File: src/rtl/mul_div_unit_pkg.sv
// Shared types for the RV32M multiply/divide unit and its decoder hook.
package mul_div_unit_pkg;

    localparam logic [6:0] M_EXT_FUNCT7 = 7'b0000001;
    localparam logic [6:0] OP_R_TYPE    = 7'b0110011;

    typedef enum logic [2:0] {
        MD_MUL    = 3'b000,
        MD_MULH   = 3'b001,
        MD_MULHSU = 3'b010,
        MD_MULHU  = 3'b011,
        MD_DIV    = 3'b100,
        MD_DIVU   = 3'b101,
        MD_REM    = 3'b110,
        MD_REMU   = 3'b111
    } md_op_type;

    typedef enum logic [1:0] {
        MD_IDLE,
        MD_CALC,
        MD_FIX,
        MD_DONE
    } md_state_type;

    typedef struct packed {
        logic reg_write;
        logic alu_src;
        logic is_muldiv;
    } control_type;

    function automatic logic decode_is_muldiv(
        input logic [6:0] opcode,
        input logic [6:0] funct7
    );
        return (opcode == OP_R_TYPE) && (funct7 == M_EXT_FUNCT7);
    endfunction

endpackage

File: src/rtl/mul_div_unit_iter_core.sv
// Unsigned radix-2 datapath: shift-add multiply or restoring divide.
module md_iter_core #(
    parameter int XLEN = 32
) (
    input  logic            clk,
    input  logic            reset,
    input  logic            load,
    input  logic            step,
    input  logic            div,
    input  logic [XLEN-1:0] a,
    input  logic [XLEN-1:0] b,
    output logic [XLEN-1:0] hi,
    output logic [XLEN-1:0] lo
);

    logic [2*XLEN-1:0] acc;
    logic [XLEN-1:0]   m;
    logic              div_q;
    logic [XLEN:0]     mul_sum;
    logic [XLEN:0]     part;
    logic [XLEN:0]     diff;
    logic              fits;

    assign hi = acc[2*XLEN-1:XLEN];
    assign lo = acc[XLEN-1:0];

    // mul: hi accumulates, lo holds the shrinking multiplier
    // div: hi is the partial remainder, lo shifts dividend out / quotient in
    always_comb begin
        mul_sum = {1'b0, hi} + (acc[0] ? {1'b0, m} : '0);
        part    = {hi, acc[XLEN-1]};
        diff    = part - {1'b0, m};
        fits    = ~diff[XLEN];
    end

    always_ff @(posedge clk) begin
        if (reset) begin
            acc   <= '0;
            m     <= '0;
            div_q <= 1'b0;
        end else if (load) begin
            div_q <= div;
            m     <= div ? b : a;
            acc   <= {{XLEN{1'b0}}, (div ? a : b)};
        end else if (step) begin
            if (div_q) begin
                acc <= {(fits ? diff[XLEN-1:0] : part[XLEN-1:0]),
                        acc[XLEN-2:0], fits};
            end else begin
                acc <= {mul_sum, acc[XLEN-1:1]};
            end
        end
    end

endmodule

File: src/rtl/mul_div_unit.sv
// Iterative RV32M multiply/divide unit: FSM, sign handling, special cases.
module mul_div_unit
    import mul_div_unit_pkg::*;
#(
    parameter  int XLEN  = 32,
    localparam int CNT_W = $clog2(XLEN) + 1
) (
    input  logic            clk,
    input  logic            reset,
    input  logic            in_valid,
    output logic            in_ready,
    input  logic [2:0]      op,
    input  logic [XLEN-1:0] operand_a,
    input  logic [XLEN-1:0] operand_b,
    input  logic [4:0]      rd_id,
    input  logic            flush,
    output logic            busy,
    output logic            out_valid,
    input  logic            out_ready,
    output logic [XLEN-1:0] result,
    output logic [4:0]      out_rd_id
);

    localparam logic [XLEN-1:0] MIN_S = {1'b1, {(XLEN-1){1'b0}}};

    md_state_type     state;
    logic [CNT_W-1:0] count;
    md_op_type        op_in;
    md_op_type        op_q;
    logic             neg_q;
    logic             neg_rem_q;

    logic             a_sgn, b_sgn, a_neg, b_neg;
    logic [XLEN-1:0]  a_mag, b_mag;
    logic             special;
    logic [XLEN-1:0]  spec_res;
    logic             accept;
    logic [XLEN-1:0]  hi, lo;
    logic [2*XLEN-1:0] prod_c;
    logic [XLEN-1:0]  quo_c, rem_c, fix_res;

    assign op_in     = md_op_type'(op);
    assign in_ready  = (state == MD_IDLE);
    assign busy      = (state != MD_IDLE);
    assign out_valid = (state == MD_DONE);
    assign accept    = in_valid & in_ready & ~flush;

    always_comb begin
        a_sgn = (op_in == MD_MUL) || (op_in == MD_MULH) ||
                (op_in == MD_MULHSU) || (op_in == MD_DIV) ||
                (op_in == MD_REM);
        b_sgn = (op_in == MD_MUL) || (op_in == MD_MULH) ||
                (op_in == MD_DIV) || (op_in == MD_REM);
        a_neg = a_sgn & operand_a[XLEN-1];
        b_neg = b_sgn & operand_b[XLEN-1];
        a_mag = a_neg ? -operand_a : operand_a;
        b_mag = b_neg ? -operand_b : operand_b;
    end

    // op[2] selects divide, op[1] selects remainder, op[0] unsigned divide
    always_comb begin
        special  = 1'b0;
        spec_res = '0;
        if (op_in[2]) begin
            if (operand_b == '0) begin
                special  = 1'b1;
                spec_res = op_in[1] ? operand_a : '1;
            end else if (!op_in[0] && operand_a == MIN_S &&
                         operand_b == '1) begin
                special  = 1'b1;
                spec_res = op_in[1] ? '0 : operand_a;
            end
        end else if (operand_a == '0 || operand_b == '0) begin
            special = 1'b1;
        end
    end

    md_iter_core #(.XLEN(XLEN)) u_core (
        .clk   (clk),
        .reset (reset),
        .load  (accept & ~special),
        .step  (state == MD_CALC),
        .div   (op_in[2]),
        .a     (a_mag),
        .b     (b_mag),
        .hi    (hi),
        .lo    (lo)
    );

    always_comb begin
        prod_c  = neg_q ? -{hi, lo} : {hi, lo};
        quo_c   = neg_q ? -lo : lo;
        rem_c   = neg_rem_q ? -hi : hi;
        fix_res = '0;
        case (op_q)
            MD_MUL:                       fix_res = prod_c[XLEN-1:0];
            MD_MULH, MD_MULHSU, MD_MULHU: fix_res = prod_c[2*XLEN-1:XLEN];
            MD_DIV, MD_DIVU:              fix_res = quo_c;
            default:                      fix_res = rem_c;
        endcase
    end

    always_ff @(posedge clk) begin
        if (reset) begin
            state     <= MD_IDLE;
            count     <= '0;
            op_q      <= MD_MUL;
            neg_q     <= 1'b0;
            neg_rem_q <= 1'b0;
            result    <= '0;
            out_rd_id <= '0;
        end else if (flush) begin
            state <= MD_IDLE;
        end else begin
            case (state)
                MD_IDLE: begin
                    if (in_valid) begin
                        op_q      <= op_in;
                        neg_q     <= a_neg ^ b_neg;
                        neg_rem_q <= a_neg;
                        out_rd_id <= rd_id;
                        if (special) begin
                            result <= spec_res;
                            state  <= MD_DONE;
                        end else begin
                            count <= CNT_W'(XLEN);
                            state <= MD_CALC;
                        end
                    end
                end
                MD_CALC: begin
                    count <= count - 1'b1;
                    if (count == CNT_W'(1)) state <= MD_FIX;
                end
                MD_FIX: begin
                    result <= fix_res;
                    state  <= MD_DONE;
                end
                default: begin
                    if (out_ready) state <= MD_IDLE;
                end
            endcase
        end
    end

endmodule

File: config.mk
export PLATFORM = sky130hd
export DESIGN_NAME = mul_div_unit
export DESIGN_NICKNAME = d
export VERILOG_FILES = /design/src/rtl/mul_div_unit_pkg.sv /design/src/rtl/mul_div_unit_iter_core.sv /design/src/rtl/mul_div_unit.sv
export SDC_FILE = /design/constraint.sdc
export NUM_CORES = 1
export LEC_CHECK = 0
export ABC_CLOCK_PERIOD_IN_PS = 9620
export CAP_MARGIN = 40
export CORE_MARGIN = 4
export CORE_UTILIZATION = 55
export CTS_CLUSTER_SIZE = 24
export DETAILED_ROUTE_END_ITERATION = 10
export GPL_TIMING_DRIVEN = 0
export PLACE_DENSITY = 0.76
export SLEW_MARGIN = 20
export SYNTH_ARGS = -nofsm -noshare
export SYNTH_HDL_FRONTEND = slang
export SYNTH_SLANG_ARGS = --single-unit
export TNS_END_PERCENT = 1
File: constraint.sdc
create_clock -name clk -period 9.62 [get_ports clk]
set_clock_uncertainty 0.15 [all_clocks]
set_input_delay 1.924 -clock clk [delete_from_list [all_inputs] [get_ports clk]]
set_output_delay 1.924 -clock clk [all_outputs]
set_load 0.01 [all_outputs]
[Word-level counts from Yosys, hierarchy flattened]
Cells that the tools add are included.
Word-level totals
  logic and storage cells: 108
  bits in registers: 147
Operators by class
  add/subtract/negate cells: 8
  muxes and demuxes: 33
  eq/ne operators: 19
  reduce and logical (&&, ||, !) cells: 28
  bitwise logic cells: 9
Operator list (number)
  32-bit two-way mux: 17
  64-bit two-way mux: 2
  32-bit negation: 4
  32-bit case mux with 3 select lines: 1
  32-bit == test (second input constant): 2
  32-bit logical NOT: 2
  64-bit negation: 1
  32-bit case mux with 2 select lines: 1
  32-bit by 32-bit adder with 33-bit output: 1
  33-bit by 32-bit subtractor with 33-bit output: 1
  3-bit == test (second input constant): 4
  6-bit two-way mux: 2
  6-bit case mux with 2 select lines: 1
  3-bit by 2-bit == test with 1-bit output (second input constant): 3
  2-bit two-way mux: 4
  4-bit AND reduction: 2
  2-bit nonzero test: 4
  1-bit logical OR: 7
  3-bit by 1-bit == test with 1-bit output (second input constant): 2
  6-bit by 1-bit == test with 1-bit output (second input constant): 1
  3-bit logical NOT: 2
  2-bit inequality test (second input constant): 3
  2-bit case mux with 3 select lines: 1
  3-bit AND reduction: 2
  other kinds (14): 27

[Logic depth before layout (Yosys ltp)]
  depth in word-level cells: 9
  mapped depth: 14
  depth with buffers taken out: 12

[Hierarchy]
Synthesis repeated with hierarchy kept, for this count alone.
Unflattened totals
  cells, all modules: 2035
  area, all modules: 15348.5 um^2
Modules (own cells, without submodules)
  md_iter_core: sequential area each 1941.9 um^2, cells an instance 1083, times used 1, area an instance 8705.8 um^2
  mul_div_unit: sequential area each 1001.0 um^2, cells an instance 952, times used 1, area an instance 6642.6 um^2

[Worst setup path after synthesis]
No wires, ideal clock.
  kind: input-to-reg
  start point: in operand_a[22]
  end point: reg result[13]
  setup slack: 5.169 ns
  data arrival time: 4.222 ns
  stages: 9
  data required time: 9.391 ns
  path buffers: 1
  setup time: 0.079 ns
  cells stage by stage: nor4_1 -> nand4_1 -> or4_4 -> o41ai_4 -> a31oi_1 -> or2_1 -> or3_1 -> buf_2 -> o211ai_1
On the way
  longest elaborated chain between the ends: 9
Ends and longest elaborated chain
  start, declared: RTL line mul_div_unit.sv:13  | input logic [XLEN-1:0] operand_a,
  32-bit == test: RTL line mul_div_unit.sv:68  | end else if (!op_in[0] && operand_a == MIN_S &&
  1-bit logical AND (2 in series): RTL line mul_div_unit.sv:68
  32-bit two-way mux: RTL line mul_div_unit.sv:68
  32-bit two-way mux: RTL line mul_div_unit.sv:65  | if (operand_b == '0) begin
  32-bit two-way mux: RTL line mul_div_unit.sv:64  | if (op_in[2]) begin
  32-bit two-way mux: RTL line mul_div_unit.sv:122  | if (special) begin
  32-bit two-way mux: RTL line mul_div_unit.sv:117  | if (in_valid) begin
  32-bit case mux with 2 select lines: RTL line mul_div_unit.sv:115  | case (state)
  end signal, assigned: RTL line mul_div_unit.sv:123  | result <= spec_res;
  end signal, assigned: RTL line mul_div_unit.sv:136  | result <= fix_res;
  end, declared: RTL line mul_div_unit.sv:20  | output logic [XLEN-1:0] result,
Parallel ways exist; a longest one is shown, timed or not. The select of a mux whose other input is x is not followed.
A chain may end at the register's enable or synchronous reset.

[Worst setup path in the final report]
  start point: in operand_a[0]
  end point: reg u_core.acc[62]
On the way
  longest elaborated chain between the ends: 9
Ends and longest elaborated chain
  32-bit == test: RTL line mul_div_unit.sv:68
  1-bit logical AND (2 in series): RTL line mul_div_unit.sv:68
  1-bit two-way mux: RTL line mul_div_unit.sv:68
  1-bit two-way mux: RTL line mul_div_unit.sv:65
  1-bit two-way mux *: RTL line mul_div_unit.sv:64
  1-bit inverter *: RTL line mul_div_unit.sv:81  | .load (accept & ~special),
  1-bit AND *: RTL line mul_div_unit.sv:81
  2-bit OR reduction (no line) *
  end signal, assigned: RTL line mul_div_unit_iter_core.sv:44  | acc <= {{XLEN{1'b0}}, (div ? a : b)};
  end signal, assigned: RTL line mul_div_unit_iter_core.sv:47  | acc <= {(fits ? diff[XLEN-1:0] : part[XLEN-1:0]),
  end signal, assigned: RTL line mul_div_unit_iter_core.sv:50  | acc <= {mul_sum, acc[XLEN-1:1]};
  end, declared: RTL line mul_div_unit_iter_core.sv:16  | logic [2*XLEN-1:0] acc;
Mark *: on every way between the ends. The rest lies on a longest branch, timed or not.

==> impl_results.md <==
* Status: completed
* Hold Fails Final Rpt at 0
* Site row count at 60
* Ant diodes at 0
* Post-DP HPWL at 53500 um
* Post CTS Setup Buffer Count at 0
* Drt pass-1 iters at 7
* Routed WL at 67500 um
* Worst endpoint required time at 9.82 ns
* Reg-to-Reg End: u_core.acc[42]
* H-tree Lvls at 4
* Synth Area in XOR/XNOR at 10.5%
* Worst Setup Start Kind: input pin
* Die Width at 174 um
* Max Buffers Root-to-Sink at 2
* CP endpoint kind: flop
* Pwr Total at 2.40 mW
* HP Start: u_core.m[6]
* Synth-to-Final Area Change at 14.7%
* Die height at 174 um
* Post-synth ARST share at 0%
* CTS resizes at 0
* Number of global-route vias before repair at 16900
* Post-place setup slack at 3.39 ns
* Register Area at 2940 um2
* Setup TNS at 0 ns
* Met3 GRT Util at 11.3%
* Post-Synth Simple-Gate Area at 23.6%
* Die area at 30200 um2
* Routability congestion estimate at 1.13
* Slew @ Worst Pin at 1.01 ns
* Hold Path Depth at 2
* CTS tree: done
* Most Crowded Layer GR: met2
* Largest net degree at the start of global routing at 17
* Yosys warns at 0
* Design Area, Final at 17300 um2
* EDFF count, synth at 0
* Most frequent cell after synthesis: nor2_1
* Area of the multi-input gates at 11200 um2
* Slew Viols, Final at 0
* RSZ-0062 raised after global routing: no
* Register area share after synthesis at 19.5%
* Cell Area, Placed at 16700 um2
* Core area at 27000 um2
* Synth Area per Inst at 6.99 um2
* Hold Path Sink: u_core.m[6]
* RR Startpoint: u_core.acc[32]
* Period utilisation layout at 62.7%
* Post-synthesis mux area share at 3.35%
* # fillers at 2501
* Final nets at 2454
* Clock latency on the worst-skew pair at 0.44 ns
* Total GRT Usage at 42.2%
* Global Route met1 Usage at 52.8%
* Pleak at 6.26 nW
* Synth cell count leaders: 249 x nor2_1, 240 x nand2_1, 185 x a21oi_1
* Clk slew on worst S/H paths at 0.08 ns
* Synth Area in Compound Gates at 30.4%
* Routed Antenna Nets at 0
* DR iter-0 viols at 2931
* Synth Register Bits at 147
* IO Count at 117
* Post-synth net total at 2315
* Hold crit path type: flop to flop
* Avg WL per Cell at 25.4 um
* Tmin final at 6.03 ns
* Most common flop cell mapped by yosys: dfxtp_1
* Adder-Cell Fraction of Synth Area at 6.56%
* Layout cell share with drive strength beyond 1 at 3.76%
* Total CTS buffers at 17
* Max Fclk at 166 MHz
* CTS sink cnt at 147
* Power density over the cells at 139 nW/um2
* MaxCap Viol Count at 0
* Post-synth top area share at 19.5%
* Via-to-Cell Ratio at 6.92
* Synth area leader: dfxtp_1
* Netlist Area Pre-Place at 15100 um2
* Max IR drop VDD at 0.124 mV
* Synth Instances at 2160
* Reg-to-reg slack, setup at 4.67 ns
* CP arrival at 6.23 ns
* Initial Util at 56.0%
* Crit path kind: input pin to flop
* Total congestion overflow at 0
* Crit path max fanout at 10
* Worst setup margin at 3.59 ns
* Final setup violation count at 0
* Main combinational cell family by area after synthesis: compound AO/OA/AOI/OAI gates
* Clk root buf: clkbuf_16
* Vias at 18300
* Number of remaining DRC errors at 0
* Slew HR at 33.0%
* IO buf count at 116
* First-pass GRT wire length at 99300 um
* Top post-synthesis cells by area: dfxtp_1 19%, ha_1 6.3%, nor2_1 6.2%
* Worst reg-to-reg path cell count at 12
* Initial antenna violation count at 0
* M2 GR Usage at 65.1%
* Unique cell type count in the Yosys netlist at 81
* Hold-fix buffers, CTS at 0
-- final cells by class --
class | instances | area share (%)
inverters | 71 | 1.54
clock inverters | 14 | 0.925
multi-input cells | 1774 | 64.9
flip-flops and latches | 147 | 17.0
repair buffers | 120 | 6.85
plain buffers | 168 | 3.81
clock buffers | 18 | 2.54
well taps | 341 | 2.46
-- cells in the final DEF (no fill, tap or decap), types with 24 or more instances in the layout --
master             n
a21o_1            24
xnor2_1          103
dfxtp_1          147
o211ai_1          72
ha_1              76
mux2i_1           46
nand3_1           32
xor2_1            78
nand2_1          240
o31ai_1           51
inv_1             69
nor3_1            61
a211oi_1          55
or3_1             27
o21ai_0          125
nor2_1           249
a21oi_1          185
clkdlybuf4s50_1  116
clkbuf_1         140
-- where the power goes --
| part | internal (mW) | switching [mW] |
|---|---|---|
| registers | 0.640 | 0.0458 |
| logic | 0.343 | 0.676 |
| clock network | 0.377 | 0.322 |
-- kinds of logic after synthesis --
logic type	after synthesis
simple gates	768
compound gates	697
buf+inv	239
xor+xnor	181
flops	147
fa+ha+maj	78
mux	50
-- how the worst max path moves through the flow --
stage	start	to	cells after the start
floorplan	operand_a[22]	result[13]	9
global placement	operand_a[0]	u_core.acc[62]	12
detailed placement	operand_a[0]	u_core.acc[62]	12
CTS	operand_a[0]	u_core.acc[62]	12
global route	operand_a[0]	u_core.acc[60]	12
finish	operand_a[0]	u_core.acc[62]	12
-- routing by layer --
layer | routed length [um] | vias to the layer above | part of all wire, %
li1 | - | 8161 | -
met5 | 0 | - | 0
met2 | 28600 | 1437 | 42
met3 | 8970 | 337 | 13
met4 | 5040 | 0 | 7.5
met1 | 24900 | 8411 | 37
-- sequential cells by signal, summed over array words and instances, names as in the netlist --
register      flops
count             6
neg_q             1
neg_rem_q         1
op_q              3
out_rd_id         5
result           32
state             2
u_core.acc       64
u_core.div_q      1
u_core.m         32
-- critical path: stages --
cell and delay [ns]:
clkdlybuf4s50_1 0.58, inv_1 0.13, ha_1 0.21, nor3b_1 0.26
nand4_1 0.39, or2_2 0.44, o41ai_4 0.50, nor2_1 0.37
nor2_2 0.66, buf_2 0.40, o21ai_0 0.13, a221oi_1 0.23
-- per-stage QoR --
stage	instances	utilization, %	hold slack, ns
5_1_grt	2653	64.2	0.330
4_1_cts	2652	64.2	0.308
3_3_place_gp	2617	61.9	0.291
3_5_place_dp	2620	62.0	0.297
2_1_floorplan	2160	-	0.282
6_report	2653	64.2	0.307
(Power assumes the default switching activity.)
